--- config.mk ---
export PLATFORM = sky130hd
export DESIGN_NAME = op_mode_dec
export DESIGN_NICKNAME = d
export VERILOG_FILES = /design/src/rtl/op_mode_dec_pkg.sv /design/src/rtl/op_mode_dec_chain_fifo.sv /design/src/rtl/op_mode_dec.sv
export SDC_FILE = /design/constraint.sdc
export NUM_CORES = 1
export LEC_CHECK = 0
export ABC_CLOCK_PERIOD_IN_PS = 11600
export CAP_MARGIN = 20
export CELL_PAD_IN_SITES_DETAIL_PLACEMENT = 0
export CELL_PAD_IN_SITES_GLOBAL_PLACEMENT = 1
export CORE_MARGIN = 4
export CORE_UTILIZATION = 42
export DETAILED_ROUTE_END_ITERATION = 8
export PLACE_DENSITY = 0.87
export RECOVER_POWER = 25
export REMOVE_ABC_BUFFERS = 1
export SYNTH_ARGS = -nofsm -noshare
export SYNTH_HDL_FRONTEND = slang
export SYNTH_SLANG_ARGS = --single-unit
export TNS_END_PERCENT = 1
--- constraint.sdc ---
create_clock -name clk -period 11.6 [get_ports clk]
set_input_delay 1.16 -clock clk [delete_from_list [all_inputs] [get_ports clk]]
set_output_delay 1.16 -clock clk [all_outputs]
set_load 0.01 [all_outputs]
--- src/rtl/op_mode_dec_pkg.sv ---
// Shared constants and FSM encoding for the post-KHAZAD chaining stage.
package op_mode_dec_pkg;

  localparam logic OP_ECB  = 1'b0;
  localparam logic OP_CBC  = 1'b1;
  localparam logic DIR_DEC = 1'b0;
  localparam logic DIR_ENC = 1'b1;
  localparam int   BLK_W   = 64;

  typedef enum logic {
    ST_FIRST = 1'b0,
    ST_CHAIN = 1'b1
  } state_t;

endpackage

--- src/rtl/op_mode_dec_chain_fifo.sv ---
// Ciphertext FIFO holding blocks in flight inside the core; flush restarts it
// empty but still takes a push arriving in the same cycle.
module op_mode_dec_chain_fifo
  import op_mode_dec_pkg::*;
#(
  parameter int DEPTH = 2
) (
  input  logic             clk,
  input  logic             rst_n,
  input  logic             flush,
  input  logic             push,
  input  logic             pop,
  input  logic [BLK_W-1:0] din,
  output logic [BLK_W-1:0] head,
  output logic             full,
  output logic             empty
);

  localparam int PTR_W = (DEPTH > 1) ? $clog2(DEPTH) : 1;
  localparam int CNT_W = $clog2(DEPTH + 1);

  logic [BLK_W-1:0] mem [DEPTH];
  logic [PTR_W-1:0] wr_ptr_reg, rd_ptr_reg, wr_addr;
  logic [CNT_W-1:0] count_reg;
  logic             do_push, do_pop;

  function automatic logic [PTR_W-1:0] next_ptr(input logic [PTR_W-1:0] p);
    return (p == PTR_W'(DEPTH - 1)) ? '0 : p + 1'b1;
  endfunction

  assign full    = (count_reg == CNT_W'(DEPTH));
  assign empty   = (count_reg == '0);
  assign head    = mem[rd_ptr_reg];
  assign do_pop  = pop && !empty && !flush;
  assign do_push = push && (flush || !full || do_pop);
  assign wr_addr = flush ? '0 : wr_ptr_reg;

  always_ff @(posedge clk) begin
    if (do_push) mem[wr_addr] <= din;
  end

  always_ff @(posedge clk or negedge rst_n) begin
    if (!rst_n) begin
      wr_ptr_reg <= '0;
      rd_ptr_reg <= '0;
      count_reg  <= '0;
    end else if (flush) begin
      rd_ptr_reg <= '0;
      wr_ptr_reg <= do_push ? next_ptr('0) : '0;
      count_reg  <= do_push ? CNT_W'(1) : '0;
    end else begin
      if (do_push) wr_ptr_reg <= next_ptr(wr_ptr_reg);
      if (do_pop)  rd_ptr_reg <= next_ptr(rd_ptr_reg);
      if (do_push && !do_pop)      count_reg <= count_reg + 1'b1;
      else if (do_pop && !do_push) count_reg <= count_reg - 1'b1;
    end
  end

endmodule

--- src/rtl/op_mode_dec.sv ---
// Post-KHAZAD chaining stage: CBC-decrypt XOR with IV / previous ciphertext,
// registered valid/ready output, and chaining state for the pre-KHAZAD stage.
module op_mode_dec
  import op_mode_dec_pkg::*;
#(
  parameter int CHAIN_DEPTH = 2
) (
  input  logic             clk,
  input  logic             rst_n,
  input  logic             op_mode,
  input  logic             enc_dec_SEL,
  input  logic [BLK_W-1:0] IV,
  input  logic             msg_start,
  input  logic             ct_valid,
  input  logic [BLK_W-1:0] ct_in,
  output logic             ct_ready,
  input  logic             core_valid,
  input  logic [BLK_W-1:0] core_out,
  output logic             core_ready,
  output logic [BLK_W-1:0] d_out,
  output logic             d_out_valid,
  input  logic             d_out_ready,
  output logic [BLK_W-1:0] Cminus1,
  output logic             first_block
);

  state_t           state_reg, state_next;
  logic [BLK_W-1:0] d_out_reg, cminus1_reg, prev_ct_reg;
  logic             d_out_valid_reg;
  logic             cbc_dec, accept, pop_req, push;
  logic             fifo_full, fifo_empty;
  logic [BLK_W-1:0] fifo_head, head_blk, chain_val;

  assign cbc_dec    = (op_mode == OP_CBC) && (enc_dec_SEL == DIR_DEC);
  assign core_ready = !d_out_valid_reg || d_out_ready;
  assign accept     = core_valid && core_ready;
  assign pop_req    = accept && cbc_dec;
  // A pop in the same cycle frees the slot, so a full FIFO can still take a push.
  assign ct_ready   = !fifo_full || pop_req;
  assign push       = ct_valid && ct_ready && cbc_dec;

  // Empty FIFO on a CBC-decrypt accept is a protocol error: chain with zero.
  assign head_blk  = fifo_empty ? '0 : fifo_head;
  assign chain_val = first_block ? IV : prev_ct_reg;

  op_mode_dec_chain_fifo #(
    .DEPTH(CHAIN_DEPTH)
  ) chain_fifo (
    .clk   (clk),
    .rst_n (rst_n),
    .flush (msg_start),
    .push  (push),
    .pop   (pop_req),
    .din   (ct_in),
    .head  (fifo_head),
    .full  (fifo_full),
    .empty (fifo_empty)
  );

  always_ff @(posedge clk or negedge rst_n) begin
    if (!rst_n) state_reg <= ST_FIRST;
    else        state_reg <= state_next;
  end

  always_comb begin
    state_next = state_reg;
    if (msg_start)   state_next = ST_FIRST;
    else if (accept) state_next = ST_CHAIN;
  end

  always_comb begin
    first_block = (state_reg == ST_FIRST);
  end

  always_ff @(posedge clk or negedge rst_n) begin
    if (!rst_n) begin
      d_out_reg       <= '0;
      d_out_valid_reg <= 1'b0;
      cminus1_reg     <= '0;
      prev_ct_reg     <= '0;
    end else begin
      if (accept) begin
        d_out_reg       <= cbc_dec ? (core_out ^ chain_val) : core_out;
        d_out_valid_reg <= 1'b1;
        cminus1_reg     <= core_out;
      end else if (d_out_ready) begin
        d_out_valid_reg <= 1'b0;
      end
      if (msg_start)    prev_ct_reg <= '0;
      else if (pop_req) prev_ct_reg <= head_blk;
    end
  end

  assign d_out       = d_out_reg;
  assign d_out_valid = d_out_valid_reg;
  assign Cminus1     = cminus1_reg;

endmodule

==> results.py <==
metrics = {
    "final_layout": {
        "post_layout_inst_area_um2": 18500,
        "largest_register": "chain_fifo.mem",
        "final_layout_size_suffix_gt1_share_pct": 4.87,
        "largest_register_ff_count": 128,
        "areaGrowthSynthToFinish_pct": 34.4,
        "nets": 1712,
    },
    "synthesis": {
        "post_synthesis_cell_area_um2": 13800,
        "avgSynthCellArea_um2": 11.4,
        "ys_seq_area_share_pct": 63.9,
        "post_synth_num_cell_types": 31,
        "synthTopCellsByArea": "sky130_fd_sc_hd__dfrtp_1 36%, sky130_fd_sc_hd__edfxtp_1 28%, sky130_fd_sc_hd__mux2i_1 9.3%",
        "synth.ff_latch_count": 326,
        "synth_enable_flop_cells": 128,
        "netlist.area_leader.share_pct": 36.0,
        "ys_top_cells_by_count": "326 x sky130_fd_sc_hd__nand2_1, 198 x sky130_fd_sc_hd__dfrtp_1, 128 x sky130_fd_sc_hd__edfxtp_1, 128 x sky130_fd_sc_hd__mux2i_1, 68 x sky130_fd_sc_hd__a21oi_1",
        "yosys.area.top_type": "sky130_fd_sc_hd__dfrtp_1",
        "ys.flop_type": "sky130_fd_sc_hd__dfrtp_1",
        "synth_warnings": 0,
        "postSynthCellCount": 1211,
        "synth.most_common_cell": "sky130_fd_sc_hd__nand2_1",
        "async_reset_ff_share_pct": 60.7,
    },
    "status": {
        "failed_checks": "capacitance limit, slew limit",
        "outcome": "complete, but fails checks",
    },
    "setup_path": {
        "r2r_end": "chain_fifo.mem[1][46]",
        "crit_path_end_kind": "async pin",
        "r2r_slack_ps": 8600,
        "worstPathMaxFanout": 80,
        "critPathArrivalTime_ps": 5340,
        "timing_worst_setup_path_type": "input pin to async pin",
        "reg2reg_depth": 5,
        "timing.critical_path.slowest_stage_cell": "sky130_fd_sc_hd__clkbuf_1",
        "critPathLaunchType": "input pin",
        "r2r-start": "d_out_valid",
        "timing.critical_path.buf_inv": 2,
        "critical_path.max_stage_delay_ps": 3080,
        "crit_required_ps": 12040,
        "critical-path-top-delay-family": "buffers and inverters",
        "path_cells": "clkbuf_1, buf_4",
    },
    "placed_design": {
        "place.gp.congestion": 0.748,
        "placed_instance_area_um2": 17300,
        "detailedPlacementHpwl_um": 21900,
        "count_of_buffers_inserted_at_the_top_level_ports": 331,
    },
    "cts": {
        "cts.hold.buffers_added": 0,
        "root_buffer_cell": "sky130_fd_sc_hd__clkbuf_16",
        "post_cts_resized": 0,
        "clockBufferDepth": 3,
        "htreeDepth": 2,
        "clk_transition_reported_paths_ps": 60,
        "cts_setup_buffers": 0,
        "clock-sinks": 326,
        "tritoncts": "built",
        "clkLatencyLatePin_ps": 510,
        "cts_buffers": 37,
    },
    "hold_path": {
        "timing.hold.worst.class": "flop to flop",
        "worst_hold_path.num_cells": 2,
        "hold_end": "Cminus1[38]",
        "hold_start": "Cminus1[38]",
    },
    "sta": {
        "finalSetupViolCount": 0,
        "worst_pin_slew_ps": 4450,
        "min_period_ps": 4900,
        "clk_skew_ps": 15.5,
        "setup_total_negative_slack_ps": 0,
        "timing.final.crit_share_pct": 42.2,
        "final-max-slew-violation-count": 81,
        "final-hold-violation-count": 0,
        "peak_clock_frequency_supported_by_timing_ghz": 0.204,
        "setup_repair_after_global_routing_missed_its_margin": "false",
        "max-slew-margin-rel_pct": -197,
    },
    "floorplan": {
        "fp.dieArea_um2": 35800,
        "fp.dieH_um": 189,
        "ios": 332,
        "placementRows": 66,
        "dieWidth_um": 189,
        "placeableCoreArea_um2": 32500,
        "floorplan.initialDensity_pct": 42.5,
    },
    "route": {
        "routed_via_density": 4.88,
        "totalWireLength_um": 34400,
        "drt_first_iter_violations": 460,
        "route.antenna.remaining_nets": 0,
        "vias": 9713,
        "route.detailed.drc": 0,
        "wl_per_cell_um": 17.3,
        "drt_pass1_iterations": 5,
    },
    "global_route": {
        "grt_util_all_layers_pct": 19.1,
        "grt_pass1_vias": 10000,
        "global_route_wire_length_before_repair_um": 55400,
        "gr-total-overflow": 0,
        "initial_antenna_violation_count": 12,
        "grt_max_degree": 115,
    },
    "pwr": {
        "powerDensity_nw_per_um2": 154,
        "p_leak_nw": 7.18,
        "max-vdd-ir-drop_uv": 114,
    },
    "job": {
        "cap_violations": 1,
    },
}
layout make-up:
cell class | count | area, um2
inverters | 2 | 7.51
clock inverters | 14 | 103
diodes | 6 | 15.0
fillers | 2776 | 13900
multi-input cells | 803 | 4580
clock buffers | 54 | 1070
repair buffers | 342 | 3380
well taps | 442 | 553
flip-flops and latches | 326 | 8810
logic make-up after synthesis:
logic type / Yosys count / share of synthesized area (%)
AOI/OAI and AO/OA: 138 / 5.11
xor gates and xnor gates: 66 / 4.20
buffers and inverters: 82 / 3.14
DFF: 326 / 63.9
muxes: 128 / 9.30
and+or+nand+nor: 471 / 14.4
worst max-delay path by stage:
stage,startpoint,to,slack [ps],depth (start not counted)
after global placement,d_out_ready,ct_ready,6990,5
after global routing,rst_n,state_reg,5800,2
after floorplan,d_out_ready,chain_fifo.mem[1][0],4820,4
final,rst_n,chain_fifo.rd_ptr_reg,6700,2
after detailed placement,d_out_ready,ct_ready,6960,5
after CTS,d_out_ready,ct_ready,6940,5
worst min-delay path, stage by stage (launching register included):
cell,delay [ps]
sky130_fd_sc_hd__dfrtp_1,340
sky130_fd_sc_hd__nand2_1,50
sky130_fd_sc_hd__nand2_1,50
per-layer routing:
layer | global-route usage [%] | share of wire [%] | vias up
li1 | - | - | 4708
met1 | 25.4 | 43 | 4651
met2 | 31.5 | 48 | 285
met3 | 5.68 | 7.4 | 55
met4 | 3.76 | 1.4 | 14
met5 | 0 | 0.20 | -
where the power goes:
group	internal [mW]	switching [mW]	total, mW
Sequential	1.28	0.0433	1.32
Combinational	0.221	0.191	0.412
Clock	0.666	0.451	1.12
per-stage QoR:
stage                     total power, mW  util [%]  std cells  worst slack, ps  hold slack, ps
final                                2.85      57.1       1989             6700             469
after global routing                 2.99      57.1       1988             5800             494
after CTS                            2.90      57.1       1983             6940             477
after detailed placement             1.76      53.4       1915             6960             462
after global placement               1.75      53.4       1915             6990             457
after floorplan                      1.49         -       1131             4820             490
cells in the final DEF, fill, tap and decap left out, types with 2 or more instances in the layout:
cell	n
sky130_fd_sc_hd__or3_1	64
sky130_fd_sc_hd__nor2b_4	2
sky130_fd_sc_hd__clkinv_2	5
sky130_fd_sc_hd__o21ai_0	65
sky130_fd_sc_hd__clkbuf_1	12
sky130_fd_sc_hd__clkinvlp_4	2
sky130_fd_sc_hd__diode_2	6
sky130_fd_sc_hd__a31oi_1	2
sky130_fd_sc_hd__dlygate4sd3_1	59
sky130_fd_sc_hd__nand2_1	326
sky130_fd_sc_hd__a21oi_1	68
sky130_fd_sc_hd__xnor2_1	65
sky130_fd_sc_hd__clkdlybuf4s50_1	270
sky130_fd_sc_hd__nor2_1	66
sky130_fd_sc_hd__inv_1	2
sky130_fd_sc_hd__clkbuf_8	4
sky130_fd_sc_hd__clkbuf_16	39
sky130_fd_sc_hd__dfrtp_1	196
sky130_fd_sc_hd__nand2b_1	2
sky130_fd_sc_hd__buf_4	11
sky130_fd_sc_hd__dfrtp_4	2
sky130_fd_sc_hd__mux2i_1	128
sky130_fd_sc_hd__edfxtp_1	128
sky130_fd_sc_hd__clkinv_1	4
Power figures use the tool's default switching activity.
